<file path="src/rtl/branch_checkpoint_queue_pkg.sv">
// Shared types for the branch checkpoint queue: checkpoint layout, recovery FSM states
// and default geometry.
package branch_checkpoint_queue_pkg;

   localparam int CKPT_DEPTH_DEF   = 16;
   localparam int CKPT_PC_W_DEF    = 32;
   localparam int CKPT_GHIST_W_DEF = 8;
   localparam int PTR_W            = $clog2(CKPT_DEPTH_DEF);
   localparam int CNT_OCC_W        = PTR_W + 1;

   typedef enum logic {
      NORMAL  = 1'b0,
      RECOVER = 1'b1
   } rec_state_e;

   // Checkpoint layout at the default widths; the queue rebuilds it at its own widths.
   typedef struct packed {
      logic [CKPT_PC_W_DEF-1:0]    pc;
      logic [CKPT_GHIST_W_DEF-1:0] ghist;
      logic                        pred;
      logic                        pred_gshare;
      logic                        pred_2bit;
      logic [CKPT_PC_W_DEF-1:0]    recovery;
   } branch_ckpt_t;

endpackage

</file>
<file path="src/rtl/branch_checkpoint_queue_ckpt_ring_buffer.sv">
// Circular checkpoint storage with read/write pointers and exact occupancy count.
// Flush squashes everything younger than the entry being popped.
module ckpt_ring_buffer #(
   parameter int DEPTH  = 16,
   parameter int DATA_W = 8
) (
   input  logic                       clk,
   input  logic                       rst_n,
   input  logic                       push_i,
   input  logic                       pop_i,
   input  logic                       flush_i,
   input  logic [DATA_W-1:0]          wr_data_i,
   output logic [DATA_W-1:0]          rd_data_o,
   output logic [$clog2(DEPTH):0]     count_o,
   output logic                       full_o,
   output logic                       empty_o
);

   localparam int PW = $clog2(DEPTH);
   localparam int CW = PW + 1;

   logic [DATA_W-1:0] mem_q [DEPTH];
   logic [PW-1:0]     wr_ptr_q, wr_ptr_d;
   logic [PW-1:0]     rd_ptr_q, rd_ptr_d;
   logic [CW-1:0]     count_q, count_d;

   always_comb begin
      wr_ptr_d = wr_ptr_q;
      rd_ptr_d = rd_ptr_q;
      count_d  = count_q;
      if (pop_i) rd_ptr_d = rd_ptr_q + 1'b1;
      if (flush_i) begin
         wr_ptr_d = rd_ptr_q + 1'b1;
         count_d  = '0;
      end else begin
         if (push_i) wr_ptr_d = wr_ptr_q + 1'b1;
         case ({push_i, pop_i})
            2'b10:   count_d = count_q + 1'b1;
            2'b01:   count_d = count_q - 1'b1;
            default: count_d = count_q;
         endcase
      end
   end

   always_ff @(posedge clk or negedge rst_n) begin
      if (!rst_n) begin
         wr_ptr_q <= '0;
         rd_ptr_q <= '0;
         count_q  <= '0;
      end else begin
         wr_ptr_q <= wr_ptr_d;
         rd_ptr_q <= rd_ptr_d;
         count_q  <= count_d;
      end
   end

   // Storage is deliberately left out of reset.
   always_ff @(posedge clk) begin
      if (push_i && !flush_i) mem_q[wr_ptr_q] <= wr_data_i;
   end

   assign rd_data_o = mem_q[rd_ptr_q];
   assign count_o   = count_q;
   assign full_o    = (count_q == CW'(DEPTH));
   assign empty_o   = (count_q == '0);

endmodule

</file>
<file path="src/rtl/branch_checkpoint_queue.sv">
// In-order branch checkpoint queue: resolves commits against stored predictions and
// drives mispredict/redirect. Optional statistics under BRANCH_CKPT_STATS_EN.
module branch_checkpoint_queue
   import branch_checkpoint_queue_pkg::*;
#(
   parameter int DEPTH       = CKPT_DEPTH_DEF,
   parameter int PC_W        = CKPT_PC_W_DEF,
   parameter int GHIST_W     = CKPT_GHIST_W_DEF,
   parameter int RECOVER_CYC = 2
`ifdef BRANCH_CKPT_STATS_EN
   , parameter int CNT_W     = 32
`endif
) (
   input  logic                    clk,
   input  logic                    rst_n,
   input  logic                    push_valid,
   input  logic [PC_W-1:0]         push_pc,
   input  logic [GHIST_W-1:0]      push_ghist,
   input  logic                    push_pred,
   input  logic                    push_pred_gshare,
   input  logic                    push_pred_2bit,
   input  logic [PC_W-1:0]         push_recovery,
   output logic                    push_ready,
   input  logic                    commit_valid,
   input  logic                    commit_outcome,
   output logic                    head_valid,
   output logic [PC_W-1:0]         head_pc,
   output logic [GHIST_W-1:0]      head_ghist,
   output logic                    head_pred_gshare,
   output logic                    head_pred_2bit,
   output logic                    mispredict,
   output logic [PC_W-1:0]         redirect_pc,
   output logic [$clog2(DEPTH):0]  count,
   output logic                    full,
   output logic                    overflow_err,
   output logic                    underflow_err
`ifdef BRANCH_CKPT_STATS_EN
   , output logic [CNT_W-1:0]      stat_commits
   , output logic [CNT_W-1:0]      stat_mispredicts
   , output logic [CNT_W-1:0]      stat_gshare_correct
   , output logic [CNT_W-1:0]      stat_2bit_correct
`endif
);

   localparam int RCNT_W = (RECOVER_CYC > 1) ? $clog2(RECOVER_CYC) : 1;

   typedef struct packed {
      logic [PC_W-1:0]    pc;
      logic [GHIST_W-1:0] ghist;
      logic               pred;
      logic               pred_gshare;
      logic               pred_2bit;
      logic [PC_W-1:0]    recovery;
   } ckpt_t;

   ckpt_t             push_entry, head_entry;
   logic              rb_empty, rb_full;
   logic              commit_fire, mis_det, push_fire;
   rec_state_e        state_q, state_d;
   logic [RCNT_W-1:0] rcnt_q, rcnt_d;
   logic              mispredict_q;
   logic [PC_W-1:0]   redirect_q;
   logic              ovf_q, udf_q;

   assign push_entry.pc          = push_pc;
   assign push_entry.ghist       = push_ghist;
   assign push_entry.pred        = push_pred;
   assign push_entry.pred_gshare = push_pred_gshare;
   assign push_entry.pred_2bit   = push_pred_2bit;
   assign push_entry.recovery    = push_recovery;

   assign head_valid  = !rb_empty;
   assign push_ready  = (state_q == NORMAL) && !rb_full;
   assign commit_fire = commit_valid && head_valid;
   assign mis_det     = commit_fire && (commit_outcome != head_entry.pred);
   // A push coinciding with a mispredict is younger than the bad branch, so it dies too.
   assign push_fire   = push_valid && push_ready && !mis_det;

   ckpt_ring_buffer #(
      .DEPTH  (DEPTH),
      .DATA_W ($bits(ckpt_t))
   ) u_ring (
      .clk       (clk),
      .rst_n     (rst_n),
      .push_i    (push_fire),
      .pop_i     (commit_fire),
      .flush_i   (mis_det),
      .wr_data_i (push_entry),
      .rd_data_o (head_entry),
      .count_o   (count),
      .full_o    (rb_full),
      .empty_o   (rb_empty)
   );

   always_comb begin
      state_d = state_q;
      rcnt_d  = rcnt_q;
      case (state_q)
         NORMAL: begin
            if (mis_det) begin
               state_d = RECOVER;
               rcnt_d  = RCNT_W'(RECOVER_CYC - 1);
            end
         end
         RECOVER: begin
            if (rcnt_q == '0) state_d = NORMAL;
            else              rcnt_d  = rcnt_q - 1'b1;
         end
         default: state_d = NORMAL;
      endcase
   end

   always_ff @(posedge clk or negedge rst_n) begin
      if (!rst_n) begin
         state_q      <= NORMAL;
         rcnt_q       <= '0;
         mispredict_q <= 1'b0;
         redirect_q   <= '0;
         ovf_q        <= 1'b0;
         udf_q        <= 1'b0;
      end else begin
         state_q      <= state_d;
         rcnt_q       <= rcnt_d;
         mispredict_q <= mis_det;
         if (mis_det) redirect_q <= head_entry.recovery;
         if (push_valid && !push_ready && (state_q == NORMAL)) ovf_q <= 1'b1;
         if (commit_valid && !head_valid) udf_q <= 1'b1;
      end
   end

   assign head_pc          = head_entry.pc;
   assign head_ghist       = head_entry.ghist;
   assign head_pred_gshare = head_entry.pred_gshare;
   assign head_pred_2bit   = head_entry.pred_2bit;
   assign mispredict       = mispredict_q;
   assign redirect_pc      = redirect_q;
   assign full             = rb_full;
   assign overflow_err     = ovf_q;
   assign underflow_err    = udf_q;

`ifdef BRANCH_CKPT_STATS_EN
   logic [CNT_W-1:0] st_commits_q, st_mis_q, st_gsh_q, st_bim_q;

   function automatic logic [CNT_W-1:0] sat_inc(input logic [CNT_W-1:0] v, input logic en);
      return (en && !(&v)) ? v + 1'b1 : v;
   endfunction

   always_ff @(posedge clk or negedge rst_n) begin
      if (!rst_n) begin
         st_commits_q <= '0;
         st_mis_q     <= '0;
         st_gsh_q     <= '0;
         st_bim_q     <= '0;
      end else begin
         st_commits_q <= sat_inc(st_commits_q, commit_fire);
         st_mis_q     <= sat_inc(st_mis_q, mis_det);
         st_gsh_q     <= sat_inc(st_gsh_q, commit_fire && (head_entry.pred_gshare == commit_outcome));
         st_bim_q     <= sat_inc(st_bim_q, commit_fire && (head_entry.pred_2bit == commit_outcome));
      end
   end

   assign stat_commits        = st_commits_q;
   assign stat_mispredicts    = st_mis_q;
   assign stat_gshare_correct = st_gsh_q;
   assign stat_2bit_correct   = st_bim_q;

`ifdef SIMULATION
   string last_stats_event;
   event  stats_evt;

   task automatic stats_event(input string name);
      last_stats_event = name;
      ->stats_evt;
   endtask

   always @(posedge clk) begin
      if (mispredict_q) stats_event("branch_mispredict");
   end
`endif
`endif

endmodule

</file>
<file path="config.mk">
export PLATFORM = sky130hd
export DESIGN_NAME = branch_checkpoint_queue
export DESIGN_NICKNAME = d
export VERILOG_FILES = /design/src/rtl/branch_checkpoint_queue_pkg.sv /design/src/rtl/branch_checkpoint_queue_ckpt_ring_buffer.sv /design/src/rtl/branch_checkpoint_queue.sv
export SDC_FILE = /design/constraint.sdc
export NUM_CORES = 1
export LEC_CHECK = 0
export ABC_AREA = 1
export CELL_PAD_IN_SITES_DETAIL_PLACEMENT = 1
export CELL_PAD_IN_SITES_GLOBAL_PLACEMENT = 2
export CORE_ASPECT_RATIO = 2
export CORE_MARGIN = 2
export CORE_UTILIZATION = 30
export CTS_CLUSTER_SIZE = 16
export DETAILED_ROUTE_END_ITERATION = 8
export HOLD_SLACK_MARGIN = 0.08
export PLACE_DENSITY_LB_ADDON = 0.1
export SYNTH_ARGS = -nofsm -noshare
export SYNTH_HDL_FRONTEND = slang
export SYNTH_SLANG_ARGS = --single-unit
</file>
<file path="constraint.sdc">
create_clock -name clk -period 5.1 [get_ports clk]
set_clock_uncertainty 0.15 [all_clocks]
set_input_delay 0.765 -clock clk [delete_from_list [all_inputs] [get_ports clk]]
set_output_delay 0.765 -clock clk [all_outputs]
set_load 0.005 [all_outputs]
</file>
**After elaboration in Yosys (flattened, before gate mapping)**

Memory sizes are Yosys's and may differ from the RTL's.
Index checks and enable logic that the tools add are counted.

- Output and inout port bits: 85
- Memory bits (writable): 1200
- Memories: 1
- Register bits: 50

Memories:

| memory | words | bits a word | rd ports | clocked after memory_dff | wr ports | RTL line | source |
|---|---|---|---|---|---|---|---|
| u_ring.mem_q | 16 | 75 | 1 | 0 | 1 | branch_checkpoint_queue_ckpt_ring_buffer.sv:22 | `logic [DATA_W-1:0] mem_q [DEPTH];` |

- Bitwise operators: 1
- Reductions and logical operators: 16
- Muxes and demuxes: 12
- $add $sub $neg: 5
- Equal/unequal tests: 5

Operators by type and width:

| kind | number |
|---|---|
| one-hot mux 5 bit (2 select lines) | 1 |
| logical AND 1 bit | 9 |
| adder 4 x 1 -> 4 bit (second input constant) | 2 |
| two-way mux 4 bit | 2 |
| two-way mux 1 bit | 6 |
| adder 5 x 1 -> 5 bit (second input constant) | 1 |
| == test 5 bit (second input constant) | 1 |
| zero test 5 bit | 1 |
| two-way mux 5 bit | 1 |
| subtractor 5 x 1 -> 5 bit (second input constant) | 1 |
| zero test 1 bit | 4 |
| one-hot mux 1 bit (2 select lines) | 2 |
| nonzero test 3 bit | 1 |
| == test 2 x 1 -> 1 bit (second input constant) | 1 |
| == test 2 bit (second input constant) | 1 |
| != test 2 bit (second input constant) | 1 |
| nonzero test 2 bit | 1 |
| != test 1 bit | 1 |
| NOT 1 bit | 1 |
| subtractor 1 bit (second input constant) | 1 |

**Logic depth before layout (Yosys ltp)**

- Depth in word-level cells: 9
- Mapped depth: 20
- Gate-level depth less buffers: 19

**Hierarchy**

From an unflattened synthesis, not the netlist that was laid out.

- Cells, all modules: 4083
- Area, all modules: 51102.8 µm²

Modules (own cells, without submodules):

| module | times used | area an instance (µm²) | cells each |
|---|---|---|---|
| ckpt_ring_buffer | 1 | 49540.0 | 3917 |
| branch_checkpoint_queue | 1 | 1562.7 | 166 |

**Worst setup path after synthesis**

Ideal clock, no wire load.

- Kind: register to register
- From: register u_ring.count_q[1] (netlist: u_ring.count_o[1])
- To: memory u_ring.mem_q[0][0] (netlist name), enable pin
- Slack: -0.231 ns
- Buffers on the path: 0
- Stages on the path, launching flop included: 10
- Clock period less this slack: 5.331 ns
- Arrival time: 4.673 ns
- Path through: dfrtp_1 -> nor4_2 -> nand2_1 -> nand2_2 -> inv_2 -> nand3_2 -> nand2_1 -> inv_1 -> nand2_1 -> nor2_1

- Word-level cells in the longest chain between the ends: 9

RTL lines:

| item | RTL line | source |
|---|---|---|
| start, declared | branch_checkpoint_queue_ckpt_ring_buffer.sv:25 | `logic [CW-1:0] count_q, count_d;` |
| start signal, assigned | branch_checkpoint_queue_ckpt_ring_buffer.sv:53 | `count_q <= count_d;` |
| zero test 5 bit (*) | branch_checkpoint_queue_ckpt_ring_buffer.sv:65 | `assign empty_o = (count_q == '0);` |
| zero test 1 bit (*) | branch_checkpoint_queue.sv:72 | `assign head_valid = !rb_empty;` |
| net head_valid | branch_checkpoint_queue.sv:26 | `output logic head_valid,` |
| logical AND 1 bit (*) | branch_checkpoint_queue.sv:74 | `assign commit_fire = commit_valid && head_valid;` |
| logical AND 1 bit (*) | branch_checkpoint_queue.sv:75 | `assign mis_det = commit_fire && (commit_outcome != head_entry.pred);` |
| zero test 1 bit (*) | branch_checkpoint_queue_ckpt_ring_buffer.sv:59, branch_checkpoint_queue.sv:77 |  |
| logical AND 1 bit | branch_checkpoint_queue.sv:77 | `assign push_fire = push_valid && push_ready && !mis_det;` |
| logical AND 1 bit (*) | branch_checkpoint_queue_ckpt_ring_buffer.sv:59 | `if (push_i && !flush_i) mem_q[wr_ptr_q] <= wr_data_i;` |
| two-way mux 1 bit (*) | branch_checkpoint_queue_ckpt_ring_buffer.sv:59 |  |
| two-way mux 1 bit (not written as such) (*) | branch_checkpoint_queue_ckpt_ring_buffer.sv:59 |  |
| end, declared | branch_checkpoint_queue_ckpt_ring_buffer.sv:22 |  |

Mark *: on every way through the listed nets, which the timed path passes. The rest lies on a longest branch.

**Final worst setup path**

- From: register u_ring.rd_ptr_q[0]
- To: output head_pc[25]

- Word-level cells in the longest chain between the ends: 1

RTL lines:

| item | RTL line | source |
|---|---|---|
| start, declared | branch_checkpoint_queue_ckpt_ring_buffer.sv:24 | `logic [PW-1:0] rd_ptr_q, rd_ptr_d;` |
| start signal, assigned | branch_checkpoint_queue_ckpt_ring_buffer.sv:52 | `rd_ptr_q <= rd_ptr_d;` |
| memory (16 x 75 bit) | - |  |
| end, declared | branch_checkpoint_queue.sv:27 | `output logic [PC_W-1:0] head_pc,` |

Every way passes these cells.

==> parameters.txt <==
Parameter                              Value

STA
  Hold violation count in the final report    0
  Setup Total Neg Slack    0 ps
  RSZ-0062 raised after global routing    false
  Headroom to the max-slew limit    23.5%
  Final number of max-transition violations    0
  Highest achievable clock rate    0.209 GHz
  Worst Hold Margin    328 ps
  Final worst slack    308 ps
  Measured slew at the worst slew-check pin    1150 ps
  Setup-failing EPs final    0
  Period Utilization, post-route    94.0%
  Tmin final    4790 ps

Setup path
  Arr. time, crit path    3880 ps
  Critical path class    flip-flop to output port
  Worst path required time    4180 ps
  Kind of capture point of the worst setup path    output port
  Critical Path Start Type    flip-flop
  Critical Path Fanout Max    95

GRT
  Via count of the first global-routing pass    33.0k
  Final global-route overflow total    0
  Initial antenna violation count    19
  GR Util All Layers    19.6%
  Global-route wire length before repair    236 mm
  Largest net degree at the start of global routing    184

Placed design
  Detail Placement HPWL    92.5 mm
  GP Congestion    0.763
  Pre-CTS worst setup slack    799 ps
  Port bufs    164

Clock network
  Clock tree from TritonCTS    yes
  Number of H-tree branching levels    3
  Clock tree buffer depth    3
  Library cell used as clock root buffer    sky130_fd_sc_hd__clkbuf_16
  Later-pin clock latency in the skew report    720 ps
  Total setup buffers inserted after CTS    0
  Number of buffers created by CTS    116
  Count of clock tree sinks    1250
  CTS clock-pin slew for the worst setup and hold paths    70 ps

Die
  Die area    166000 um^2
  Core area    162000 um^2
  Die extent in y    573 um
  Width of the die    289 um
  Effective utilization at floorplan    30.1%
  Number of rows in the core area    209
  Count of boundary I/O pins    165

Worst hold path
  Tightest Hold Check Type    flip-flop to flip-flop

Job
  Max-cap check violation count    0

Outcome
  Status    finished, final reports clean

Synth
  Count of mapped cells out of synthesis    3455
  Fraction of post-synthesis cell area in the top cell type by area    74.1%
  Most numerous cell in the Yosys netlist    sky130_fd_sc_hd__edfxtp_1
  EDFF count, synth    1200
  Most common flop cell mapped by yosys    sky130_fd_sc_hd__edfxtp_1
  Share of synthesized registers carrying an async set or reset    4.00%
  Netlist cell types    30
  Mean instance size in the synthesized netlist    14.1 um^2
  Post-synthesis cell area    48600 um^2
  Most area-hungry cell type in the Yosys netlist    sky130_fd_sc_hd__edfxtp_1
  Total nets after synthesis    3544
  Synthesis Warnings    0
  Number of synthesized register bits    1250
  Ranking of synthesized cells by instance count    1200 x sky130_fd_sc_hd__edfxtp_1, 609 x sky130_fd_sc_hd__nor2_1, 597 x sky130_fd_sc_hd__o21ai_0
  Largest cells by area after synthesis    sky130_fd_sc_hd__edfxtp_1 74%, sky130_fd_sc_hd__o21ai_0 6.1%, sky130_fd_sc_hd__nor2_1 4.7%
  Register area share after synthesis    76.7%

Power and ir drop
  Leakage    17.7 nW
  Power per cell area    569 nW/um^2
  Peak supply drop    0.468 mV

Drt
  Violation count after the first detailed-route iteration    1995
  Routed via count divided by cell count    5.22
  Total wire length    164 mm
  Wire per inst    28.4 um
  Number of detailed-route iterations in the first pass    5
  Number of nets with antenna violations after detailed routing    0
  Via Count    30.1k
  DRC errors left    0

Final layout
  Fraction of layout cells with a size suffix above 1    8.80%
  Util after Layout    35.3%
  FILL cells    16.6k
  Synth-to-layout area growth    17.2%
  Nets    3639
## registers in the layout, indices dropped and copies added (netlist names)
register and cells:
u_ring.wr_ptr_q 4, u_ring.count_o 5, mispredict 1, redirect_pc 32
overflow_err 1, underflow_err 1, u_ring.mem_q 1200, state_q 1
u_ring.rd_ptr_q 4, rcnt_q 1
## placed cells by master, fill, tap and decap left out, types with 62 or more instances in the layout
cell type                         instances
sky130_fd_sc_hd__edfxtp_1              1200
sky130_fd_sc_hd__clkdlybuf4s50_1        163
sky130_fd_sc_hd__o221ai_1               202
sky130_fd_sc_hd__nor2_1                 593
sky130_fd_sc_hd__clkbuf_16              121
sky130_fd_sc_hd__nand2_1                113
sky130_fd_sc_hd__nand3_1                101
sky130_fd_sc_hd__o21ai_0                597
sky130_fd_sc_hd__o211ai_1                97
sky130_fd_sc_hd__o22ai_1                 95
sky130_fd_sc_hd__buf_4                   62
## stage by stage
step / instances / cell area (um^2) / total power (W)
floorplan: 3455 / 48600 / 0.0190
global placement: 5540 / 53000 / 0.0237
detailed placement: 5540 / 53000 / 0.0238
CTS: 5757 / 57000 / 0.0330
global route: 5762 / 57000 / 0.0342
finish: 5765 / 57000 / 0.0324
## cell families after synthesis
logic type	after synthesis	share of synthesized area, %
fa+ha+maj	9	0.247
buf+inv	331	3.16
flops	1250	76.7
compound gates	1029	13.1
simple gates	828	6.71
xor+xnor	8	0.144
## final cells by class
| type | instances | area, um^2 | share of cell area (%) |
|---|---|---|---|
| Sequential cell | 1250 | 37300 | 65.4 |
| Multi-Input combinational cell | 1874 | 9940 | 17.4 |
| Clock buffer | 141 | 3100 | 5.44 |
| Timing Repair Buffer | 272 | 3030 | 5.31 |
| Tap cell | 2110 | 2640 | 4.63 |
| Clock inverter | 75 | 815 | 1.43 |
| Inverter | 36 | 165 | 0.290 |
| Antenna cell | 7 | 17.5 | 0.0307 |
## per-layer routing
metal / track usage, % / vias up / wire (um)
met5: 0 / - / 101
met4: 6.00 / 16 / 4480
met3: 2.69 / 238 / 5270
met2: 36.2 / 520 / 87900
met1: 23.3 / 16000 / 66200
li1: - / 13400 / -
## path summary, 6_finish.rpt
path | depth (start not counted) | slack, ps | end | from
worst min-delay path | 1 | 330 | overflow_err | overflow_err
max in group asynchronous | 3 | 3310 | u_ring.rd_ptr_q[0] | rst_n
worst max register to register | 14 | 980 | u_ring.mem_q[8][45] | u_ring.rd_ptr_q[0]
min in group asynchronous | 2 | 490 | redirect_pc[9] | rst_n
worst max-delay path | 7 | 310 | head_pc[25] | u_ring.rd_ptr_q[0]
worst min register to register | 1 | 330 | overflow_err | overflow_err
## worst max-delay path, stage by stage, from the launching register on
cell                              delay (ps)
sky130_fd_sc_hd__dfrtp_4                 690
sky130_fd_sc_hd__inv_16                  360
sky130_fd_sc_hd__buf_16                  320
sky130_fd_sc_hd__o21ai_0                 130
sky130_fd_sc_hd__o221ai_1                300
sky130_fd_sc_hd__o211ai_1                240
sky130_fd_sc_hd__nand2_1                 300
sky130_fd_sc_hd__clkdlybuf4s50_1         560
## report_power, final
part           internal, W  leakage (nW)  switching (W)
logic              0.00343          4.47        0.00740
clock network      0.00510          1.89        0.00399
registers           0.0121          11.4       0.000407
total               0.0206          17.7         0.0118
## repair_timing
action,4_1_cts,5_1_grt
endpoints found under the hold margin,20,0
resized for setup,0,1
endpoints found under the setup margin,0,1
hold buffers,1,0
No activity file was read; power rests on OpenSTA's default activity.
